**config.mk**
```make
export PLATFORM = sky130hd
export DESIGN_NAME = write_back_arbiter
export DESIGN_NICKNAME = d
export VERILOG_FILES = /design/src/rtl/write_back_arbiter.sv
export SDC_FILE = /design/constraint.sdc
export NUM_CORES = 1
export LEC_CHECK = 0
export CAP_MARGIN = 20
export CORE_MARGIN = 5
export CORE_UTILIZATION = 54
export CTS_CLUSTER_SIZE = 40
export DETAILED_ROUTE_END_ITERATION = 16
export HOLD_SLACK_MARGIN = 0.02
export PLACE_DENSITY_LB_ADDON = 0.3
export SYNTH_ARGS = -nofsm -noshare
export SYNTH_HDL_FRONTEND = slang
export SYNTH_SLANG_ARGS = --single-unit
```
**constraint.sdc**
```tcl
create_clock -name clk -period 3.81 [get_ports clk]
set_clock_uncertainty 0.1 [all_clocks]
set_input_delay 0.762 -clock clk [delete_from_list [all_inputs] [get_ports clk]]
set_output_delay 0.762 -clock clk [all_outputs]
set_load 0.01 [all_outputs]
```
**src/rtl/write_back_arbiter.sv**
```systemverilog
// write_back_arbiter: retires results from NUM_PORTS functional units through one register-file write port.
// Latency: handshake at edge T -> entry FULL in T+1 -> write_back_output pulse in T+2; one write-back per cycle.
// Backpressure: unit_ready_output[i] = slot i EMPTY or granted this cycle; never depends on unit_valid_input.
// Build option WRITE_BACK_ROUND_ROBIN_EN: defined -> round-robin grant; undefined -> fixed priority, lowest index wins.

package register_file_params;
  localparam int REGISTER_DESCRIPTOR_WIDTH = 5;
  localparam int OPERAND_WIDTH             = 32;
endpackage

module write_back_arbiter
  import register_file_params::*;
#(
  parameter int NUM_PORTS = 4
) (
  input  logic                                                clk,
  input  logic                                                rst,
  input  logic [NUM_PORTS-1:0]                                unit_valid_input,
  output logic [NUM_PORTS-1:0]                                unit_ready_output,
  input  logic [NUM_PORTS-1:0][REGISTER_DESCRIPTOR_WIDTH-1:0] unit_register_input,
  input  logic [NUM_PORTS-1:0][OPERAND_WIDTH-1:0]             unit_result_input,
  output logic                                                write_back_output,
  output logic [REGISTER_DESCRIPTOR_WIDTH-1:0]                write_back_register_output,
  output logic [OPERAND_WIDTH-1:0]                            result_output,
  output logic                                                pending_output
);

  localparam int IDX_W = (NUM_PORTS > 1) ? $clog2(NUM_PORTS) : 1;

  // Per-slot holding state: bit i set means slot i is FULL.
  logic [NUM_PORTS-1:0] r_full;
  logic [NUM_PORTS-1:0] w_full_next;
  logic [NUM_PORTS-1:0] w_xfer;
  logic [NUM_PORTS-1:0] w_keep;
  logic [NUM_PORTS-1:0] w_grant_oh;
  logic                 w_grant_vld;
  logic [IDX_W-1:0]     w_grant_idx;

  logic [NUM_PORTS-1:0][REGISTER_DESCRIPTOR_WIDTH-1:0] r_hold_reg;
  logic [NUM_PORTS-1:0][OPERAND_WIDTH-1:0]             r_hold_dat;

  logic                                 r_wb_vld;
  logic [REGISTER_DESCRIPTOR_WIDTH-1:0] r_wb_reg;
  logic [OPERAND_WIDTH-1:0]             r_wb_dat;

`ifdef WRITE_BACK_ROUND_ROBIN_EN
  // One extra bit so last_grant + offset never overflows before the wrap.
  localparam int SUM_W = IDX_W + 1;
  logic [IDX_W-1:0] r_last_grant;

  // Round-robin pick: scan from last_grant+1 upward, wrapping modulo NUM_PORTS.
  always_comb begin
    logic [SUM_W-1:0] w_sum;
    w_grant_vld = 1'b0;
    w_grant_idx = '0;
    w_sum       = '0;
    for (int k = 1; k <= NUM_PORTS; k++) begin
      w_sum = {1'b0, r_last_grant} + SUM_W'(k);
      if (w_sum >= SUM_W'(NUM_PORTS)) begin
        w_sum = w_sum - SUM_W'(NUM_PORTS);
      end
      if (!w_grant_vld && r_full[w_sum[IDX_W-1:0]]) begin
        w_grant_vld = 1'b1;
        w_grant_idx = w_sum[IDX_W-1:0];
      end
    end
    w_grant_oh = w_grant_vld ? (NUM_PORTS'(1) << w_grant_idx) : '0;
  end

  // Remember the last winner so the next search starts just past it.
  always_ff @(posedge clk) begin
    if (!rst) begin
      r_last_grant <= IDX_W'(NUM_PORTS - 1);
    end else if (w_grant_vld) begin
      r_last_grant <= w_grant_idx;
    end
  end
`else
  // Fixed-priority pick: descending scan so the lowest FULL index is written last and wins.
  always_comb begin
    w_grant_vld = 1'b0;
    w_grant_idx = '0;
    for (int i = NUM_PORTS - 1; i >= 0; i--) begin
      if (r_full[i]) begin
        w_grant_vld = 1'b1;
        w_grant_idx = IDX_W'(i);
      end
    end
    w_grant_oh = w_grant_vld ? (NUM_PORTS'(1) << w_grant_idx) : '0;
  end
`endif

  // Handshake outputs: ready from slot state and grant only; register-0 transfers are accepted but not kept.
  always_comb begin
    unit_ready_output = ~r_full | w_grant_oh;
    w_xfer            = unit_valid_input & unit_ready_output;
    w_keep            = '0;
    for (int i = 0; i < NUM_PORTS; i++) begin
      w_keep[i] = w_xfer[i] && (unit_register_input[i] != '0);
    end
    pending_output = |r_full;
  end

  // Next slot state: a grant empties the slot, a kept transfer (re)fills it in the same cycle.
  always_comb begin
    w_full_next = r_full & ~w_grant_oh;
    w_full_next = (w_full_next & ~w_xfer) | w_keep;
  end

  // Slot state register.
  always_ff @(posedge clk) begin
    if (!rst) begin
      r_full <= '0;
    end else begin
      r_full <= w_full_next;
    end
  end

  // Capture destination and data into the slot on a kept transfer.
  always_ff @(posedge clk) begin
    if (!rst) begin
      r_hold_reg <= '0;
      r_hold_dat <= '0;
    end else begin
      for (int i = 0; i < NUM_PORTS; i++) begin
        if (w_keep[i]) begin
          r_hold_reg[i] <= unit_register_input[i];
          r_hold_dat[i] <= unit_result_input[i];
        end
      end
    end
  end

  // Write-back port: one-cycle enable per grant; data holds its last value between grants.
  always_ff @(posedge clk) begin
    if (!rst) begin
      r_wb_vld <= 1'b0;
      r_wb_reg <= '0;
      r_wb_dat <= '0;
    end else begin
      r_wb_vld <= w_grant_vld;
      if (w_grant_vld) begin
        r_wb_reg <= r_hold_reg[w_grant_idx];
        r_wb_dat <= r_hold_dat[w_grant_idx];
      end
    end
  end

  assign write_back_output          = r_wb_vld;
  assign write_back_register_output = r_wb_reg;
  assign result_output              = r_wb_dat;

endmodule

```
### Word-level counts from Yosys, hierarchy flattened

Index checks and enable logic that the tools add are counted.

* bits of input ports: 154
* flip-flop bits (word level): 190

* reductions and logical operators: 9
* bitwise operators: 8
* mux-type cells: 13
* shifts and indexed selects: 1
* magnitude comparators: 1

Operators by type and width (count)
* binary-select mux 32 bit (select 2 bit): 1
* two-way mux 32 bit: 1
* nonzero test 5 bit: 4
* bitwise AND 4 bit: 3
* inverter 4 bit: 3
* binary-select mux 5 bit (select 2 bit): 1
* two-way mux 2 bit: 4
* bitwise OR 4 bit: 2
* two-way mux 5 bit: 1
* logical AND 1 bit: 4
* two-way mux 1 bit: 4
* two-way mux 4 bit: 1
* OR reduction 4 bit: 1
* << shifter 1 x 2 -> 4 bit, first input constant: 1
* < comparator 2 x 3 -> 1 bit, second input constant: 1

### Depth between registers and ports, before layout

Gate-level depths: netlist of run 1.

* depth in word-level cells: 11
* mapped depth: 7
* mapped depth without buffers: 4

### Worst setup path before layout of run 1

No wires, ideal clock.

* kind: flip-flop to output port
* start point: register r_full[1]
* end point: output port pending_output
* stages on the path, launching flop included: 6
* required time: 2.948 ns
* data arrival time: 1.353 ns
* path slack: 1.595 ns
* path through: dfxtp_1 clkbuf_2 nor4_1 buf_2 buf_2 inv_1

* longest elaborated chain between the ends: 1

RTL lines
* start, declared: line 31 `logic [NUM_PORTS-1:0] r_full;`
* start signal, assigned: line 115 `r_full <= w_full_next;`
* OR reduction 4 bit: line 101 `pending_output = |r_full;`
* end, declared: line 25 `output logic pending_output`

Every way passes these cells.

### Final worst setup path of run 1

* start point: register r_full[0]
* end point: output port unit_ready_output[3]

* longest elaborated chain between the ends: 4
* elaborated cells between the ends (all ways): 5
* classes of those cells: shift (1); mux (3); bitwise (1)

RTL lines
* two-way mux 2 bit: line 84 `if (r_full[i]) begin`
* << shifter 1 x 2 -> 4 bit: line 89 `w_grant_oh = w_grant_vld ? (NUM_PORTS'(1) << w_grant_idx) : '0;`
* two-way mux 4 bit (*): line 89
* bitwise OR 4 bit (*): line 95 `unit_ready_output = ~r_full | w_grant_oh;`
* end, declared: line 19 `output logic [NUM_PORTS-1:0] unit_ready_output,`

Every way passes the cells marked *; elsewhere a longest branch is shown, timed or not.

==> results.sh, run 1 <==
export IMPL_status="finished, final reports clean"
export IMPL_grt_max_degree=112
export IMPL_rsz0062_at_grt="no"
export IMPL_rows=46
export IMPL_port_buffer_count=195
export IMPL_ir_drop_mv=0.317
export IMPL_largest_reg_flops=128
export IMPL_seq_area_frac_synth_pct=44.3
export IMPL_hold_viol=0
export IMPL_cts_made_buffers=17
export IMPL_reg2regPathDepth=6
export IMPL_cp_start_kind="register"
export IMPL_viasPerCell=5.25
export IMPL_area_growth_synth_to_final_pct=29.9
export IMPL_setup_viol=0
export IMPL_drv_cap=0
export IMPL_start_util_pct=54.5
export IMPL_hpwl_um=15300
export IMPL_cts_reportedPaths_clkPinSlew_ns=0.07
export IMPL_hp_start="r_hold_dat[54]"
export IMPL_avgRoutedWirePerCell_um=16.2
export IMPL_syn_area_per_cell_um2=8.54
export IMPL_gp_congestion=0.820
export IMPL_min_period_ns=2.93
export IMPL_ioPinCount=197
export IMPL_hold_path_class="register to register"
export IMPL_power_density_mw_per_mm2=436
export IMPL_clock_sinks=190
export IMPL_die_h_um=136
export IMPL_required_ns=2.95
export IMPL_drive_gt1_share_pct=5.26
export IMPL_root_buffer="clkbuf_16"
export IMPL_synth_seq_cells=190
export IMPL_nets=1301
export IMPL_setup_tns_final_ns=0
export IMPL_wl_um=22300
export IMPL_dr_pass1_iters=5
export IMPL_post_cts_resized=0
export IMPL_detail_route_antenna_nets=0
export IMPL_slew_violations=0
export IMPL_cts_setup_buffers=0
export IMPL_min_to="r_hold_dat[54]"
export IMPL_synth_cell_types=34
export IMPL_cts_max_level=4
export IMPL_layout_setup_ws_ns=0.884
export IMPL_r2r_end="result_output[28]"
export IMPL_synth_nets=1160
export IMPL_yosys_warnings=0
export IMPL_power_leakage_nw=4.21
export IMPL_post_route_drc_count=0
export IMPL_critPathKind="register to output pin"
export IMPL_cts_tree="done"
export IMPL_synth_area_mm2=0.00859
export IMPL_r2r_start="r_full[2]"
export IMPL_finalCritPeriodShare_pct=76.8
export IMPL_clockBufferDepth=2
export IMPL_hold_slack_ns=0.353
export IMPL_rrSetupSlack_ns=1.42
export IMPL_grt_usage_pct=23.4
export IMPL_crit_fanout=25
export IMPL_first_global_vias=6557
export IMPL_hold_buffers=0
export IMPL_grt_first_pass_wirelength_um=33900
export IMPL_diodes=0
export IMPL_dp_slack_ns=0.754
export IMPL_clkLatencyLatePin_ns=0.42
export IMPL_cp_end_kind="output pin"
export IMPL_syn_inst=1006
export IMPL_dieWidth_um=136
export IMPL_arrival_ns=2.06
export IMPL_vias=7230
export IMPL_dieArea_mm2=0.0185
export IMPL_hold_depth=2
export IMPL_slew_headroom_pct=58.8
export IMPL_antenna_found_initial=0
export IMPL_dr_first_iter_drc_count=617
export IMPL_max_freq_mhz=342
export IMPL_core_mm2=0.0158
export IMPL_grt_ovfl_total=0
export IMPL_tightest_slew_ns=0.615
## worst max path at each step
stage / from / end / slack [ns] / cells after the start
floorplan: r_full[1] / pending_output / 1.60 / 5
global placement: unit_register_input[5] / r_hold_reg[6] / 0.81 / 5
detailed placement: unit_register_input[5] / r_hold_dat[54] / 0.75 / 5
CTS: r_full[0] / unit_ready_output[3] / 0.88 / 2
global route: r_full[0] / unit_ready_output[3] / 0.77 / 2
finish: r_full[0] / unit_ready_output[3] / 0.88 / 2
## where the power goes
part           switching (W)  internal [W]  total (W)  leakage [nW]
Sequential         0.0000871       0.00213    0.00222          1.57
Combinational       0.000407      0.000439   0.000845          2.35
Clock               0.000769       0.00103    0.00180         0.290
## layer usage
| layer | vias up | global-route usage (%) | share of wire [%] |
|---|---|---|---|
| met5 | - | 0 | 0 |
| met4 | 0 | 7.39 | 1.6 |
| met3 | 23 | 3.96 | 5.7 |
| met2 | 197 | 36.2 | 46 |
| met1 | 3323 | 33.4 | 47 |
| li1 | 3687 | - | - |
## cell usage after synthesis, drive strengths merged
cell | n | area share [%]
conb | 1 | 0.044
a22oi | 37 | 3.2
o31ai | 38 | 3.4
or4 | 4 | 0.48
o211ai | 3 | 0.54
buf | 33 | 3.0
nor4 | 1 | 0.073
o21ai | 79 | 4.9
nor3 | 1 | 0.19
mux2i | 34 | 4.0
inv | 1 | 0.044
nor3b | 37 | 3.2
o211a | 1 | 0.12
a32oi | 4 | 0.41
clkbuf | 55 | 2.4
nor2b | 150 | 11
o21a | 1 | 0.087
dfxtp | 190 | 44
nand2 | 220 | 9.6
nand3 | 38 | 2.2
and2 | 1 | 0.073
nor2 | 1 | 0.073
a21boi | 76 | 6.6
## cell type report
class,count,area [um2]
Clock buffer,21,470
Clock inverter,11,133
Fill cell,1297,4620
Inverter,1,3.75
Multi-Input combinational cell,727,4330
Sequential cell,190,3810
Tap cell,216,270
Timing Repair Buffer,210,2140
## layout by cell type (no fill, tap or decap), drive strengths merged
cell / count
a21boi: 76
a22oi: 37
a32oi: 4
and2: 1
buf: 16
bufinv: 2
clkbuf: 21
clkdlybuf4s50: 194
clkinv: 5
clkinvlp: 2
conb: 1
dfxtp: 190
inv: 3
mux2i: 34
nand2: 220
nand3: 38
nor2: 1
nor2b: 150
nor3: 1
nor3b: 37
nor4: 1
o211a: 1
o211ai: 3
o21a: 1
o21ai: 79
o31ai: 38
or4: 4
## through the flow
| stage | total power [W] | cells | util [%] | instance area (um2) |
|---|---|---|---|---|
| final | 0.00486 | 1376 | 70.7 | 11200 |
| after global routing | 0.00505 | 1376 | 70.7 | 11200 |
| after CTS | 0.00488 | 1375 | 70.6 | 11100 |
| after detailed placement | 0.00310 | 1343 | 66.7 | 10500 |
| after global placement | 0.00308 | 1342 | 66.6 | 10500 |
| after floorplan | 0.00271 | 1006 | - | 8590 |
## cells by family (layout without fill, tap and decap cells)
family	Yosys count	after routing	share of synthesized area (%)
other	1	1	0.0437
AO/OA/AOI/OAI	239	239	19.3
flip-flops	190	190	44.3
AND/OR/NAND/NOR	453	453	26.9
buffers and inverters	89	243	5.54
multiplexers	34	34	3.96
## critical path: stages, from the launching register on
cell and delay (ns):
dfxtp_2 0.47, o31ai_2 0.53, clkdlybuf4s50_1 0.64
Power figures use the tool's default switching activity.
==> run 2, diff against run 1 <==
CORE_UTILIZATION = 46   (was 54)
clock period = 2.5 ns   (was 3.81 ns; I/O delays follow)
==> results.sh, run 2 (synthesis gave the netlist of run 1 again) <==
export IMPL_rows=50
export IMPL_cp_start_kind="register"
export IMPL_vias=7159
export IMPL_swShare_pct=26.4
export IMPL_nets=1308
export IMPL_cts_made_buffers=17
export IMPL_clkLatencyLatePin_ns=0.43
export IMPL_instances_no_fill=1400
export IMPL_dr_pass1_iters=5
export IMPL_power_density_mw_per_mm2=656
export IMPL_grt_usage_pct=21.0
export IMPL_largest_reg_flops=128
export IMPL_ir_drop_mv=0.447
export IMPL_pwr_share_comb_pct=17.9
export IMPL_wl_um=22900
export IMPL_slowest_delay_ns=0.61
export IMPL_critPathKind="register to output pin"
export IMPL_avgRoutedWirePerCell_um=16.4
export IMPL_die_h_um=147
export IMPL_hpwl_um=16200
export IMPL_dr_first_iter_drc_count=371
export IMPL_grt_first_pass_wirelength_um=36300
export IMPL_final_cell_mix="nand2_1, clkdlybuf4s50_1, dfxtp_1"
export IMPL_layout_commonest_cell="nand2_1"
export IMPL_dieWidth_um=147
export IMPL_dieArea_mm2=0.0215
export IMPL_internal_power_w=0.00543
export IMPL_gp_congestion=0.841
export IMPL_diodes=0
export IMPL_crit_fanout=6
export IMPL_setup_viol=0
export IMPL_slew_headroom_pct=32.7
export IMPL_power_leakage_nw=4.24
export IMPL_start_util_pct=46.4
export IMPL_tightest_slew_ns=1.01
export IMPL_clock_sinks=190
export IMPL_slew_violations=0
export IMPL_port_buffer_count=195
export IMPL_rsz0062_at_grt="no"
export IMPL_post_route_drc_count=0
export IMPL_clockBufferDepth=2
export IMPL_viasPerCell=5.11
export IMPL_clkPwrFrac_pct=36.4
export IMPL_status="finished, final reports clean"
export IMPL_cts_setup_buffers=0
export IMPL_first_global_vias=6749
export IMPL_finalCritPeriodShare_pct=97.0
export IMPL_drv_cap=0
export IMPL_area_growth_synth_to_final_pct=31.0
export IMPL_setup_tns_final_ns=0
export IMPL_cp_end_kind="output pin"
export IMPL_grt_max_degree=84
export IMPL_required_ns=1.90
export IMPL_grt_ovfl_total=0
export IMPL_dp_cells=1369
export IMPL_antenna_found_initial=0
export IMPL_crit_chain="buf_4 > o21ai_4 > clkdlybuf4s50_1"
export IMPL_hold_buffers=0
export IMPL_hold_viol=0
export IMPL_seqPwrFrac_pct=45.7
export IMPL_cts_max_level=4
export IMPL_hold_path_class="register to register"
export IMPL_crit_path_top_delay_cell="clkdlybuf4s50_1"
export IMPL_detail_route_antenna_nets=0
export IMPL_cts_tree="done"
export IMPL_max_freq_mhz=412
export IMPL_cts_reportedPaths_clkPinSlew_ns=0.07
export IMPL_drive_gt1_share_pct=5.92
export IMPL_ioPinCount=197
export IMPL_arrival_ns=1.83
export IMPL_root_buffer="clkbuf_16"
export IMPL_min_period_ns=2.43
export IMPL_p_sw_w=0.00195
export IMPL_core_mm2=0.0185
==> run 2: changes by cell type in the layout (fill, tap and decap cells not counted), sizes merged <==
cell      previous run  this run
inv                  3         4
clkbuf              21        18
buf                 16        23
clkinvlp             2         5
clkinv               5         3
==> run 2: worst max-delay path: cells and delay by family, from the launching register on <==
kind	cells	cell delay, ns
AO/OA/AOI/OAI	1	0.26
buffers and inverters	2	0.78
flip-flops	1	0.37
==> run 2: power by group through the flow <==
stage	clock (W)	sequential, W	combinational (W)
final	0.00269	0.00337	0.00132
after global routing	0.00286	0.00340	0.00144
after CTS	0.00272	0.00337	0.00133
after detailed placement	0	0.00344	0.00132
after global placement	0	0.00343	0.00130
after floorplan	0	0.00343	0.000704
==> run 2: layer usage <==
metal | GRT usage [%] | vias up | share of wire, %
li1 | - | 3697 | -
met3 | 4.10 | 27 | 4.4
met4 | 6.63 | 0 | 2.0
met2 | 31.4 | 161 | 44
met5 | 0 | - | 0
met1 | 30.5 | 3274 | 50
==> run 2: timing repair <==
item	4_1_cts	5_1_grt
resized for setup	1	2
endpoints found under the setup margin	1	3
pin swaps	0	1
gates cloned	0	0
==> run 2: cell type report <==
class | instances | area (um2)
clock buffer | 18 | 439
clock inverter | 13 | 139
fill | 1629 | 7270
inverter | 1 | 3.75
multi-input combinational | 727 | 4340
sequential | 190 | 3810
tap | 234 | 293
timing repair buffer | 217 | 2230
==> run 2: stage by stage <==
stage                     hold WS (ns)  utilization (%)  power [W]  area [um2]  setup WS [ns]
after floorplan                  0.335                -    0.00414        8590          0.547
after global placement           0.340             57.6    0.00473       10700         0.0776
after detailed placement         0.345             57.6    0.00476       10700         0.0392
after CTS                        0.355             60.7    0.00742       11200        0.00802
after global routing             0.368             60.8    0.00770       11300         0.0352
final                            0.352             60.8    0.00738       11300         0.0747
==> run 2: final timing paths <==
kind                                     start                   end  slack, ns  cells after the start
worst max-delay path                 r_full[1]  unit_ready_output[2]       0.07                      3
worst min-delay path            r_hold_dat[43]        r_hold_dat[43]       0.35                      2
worst max register to register       r_full[3]     result_output[12]       0.31                      5
worst min register to register  r_hold_dat[43]        r_hold_dat[43]       0.35                      2
==> run 3, diff against run 2 <==
ABC_CLOCK_PERIOD_IN_PS = 2500   (was unset)
CAP_MARGIN = unset   (was 20)
==> results of run 3 <==
Same layout as run 2: the final DEF is identical, and so are final timing and power.
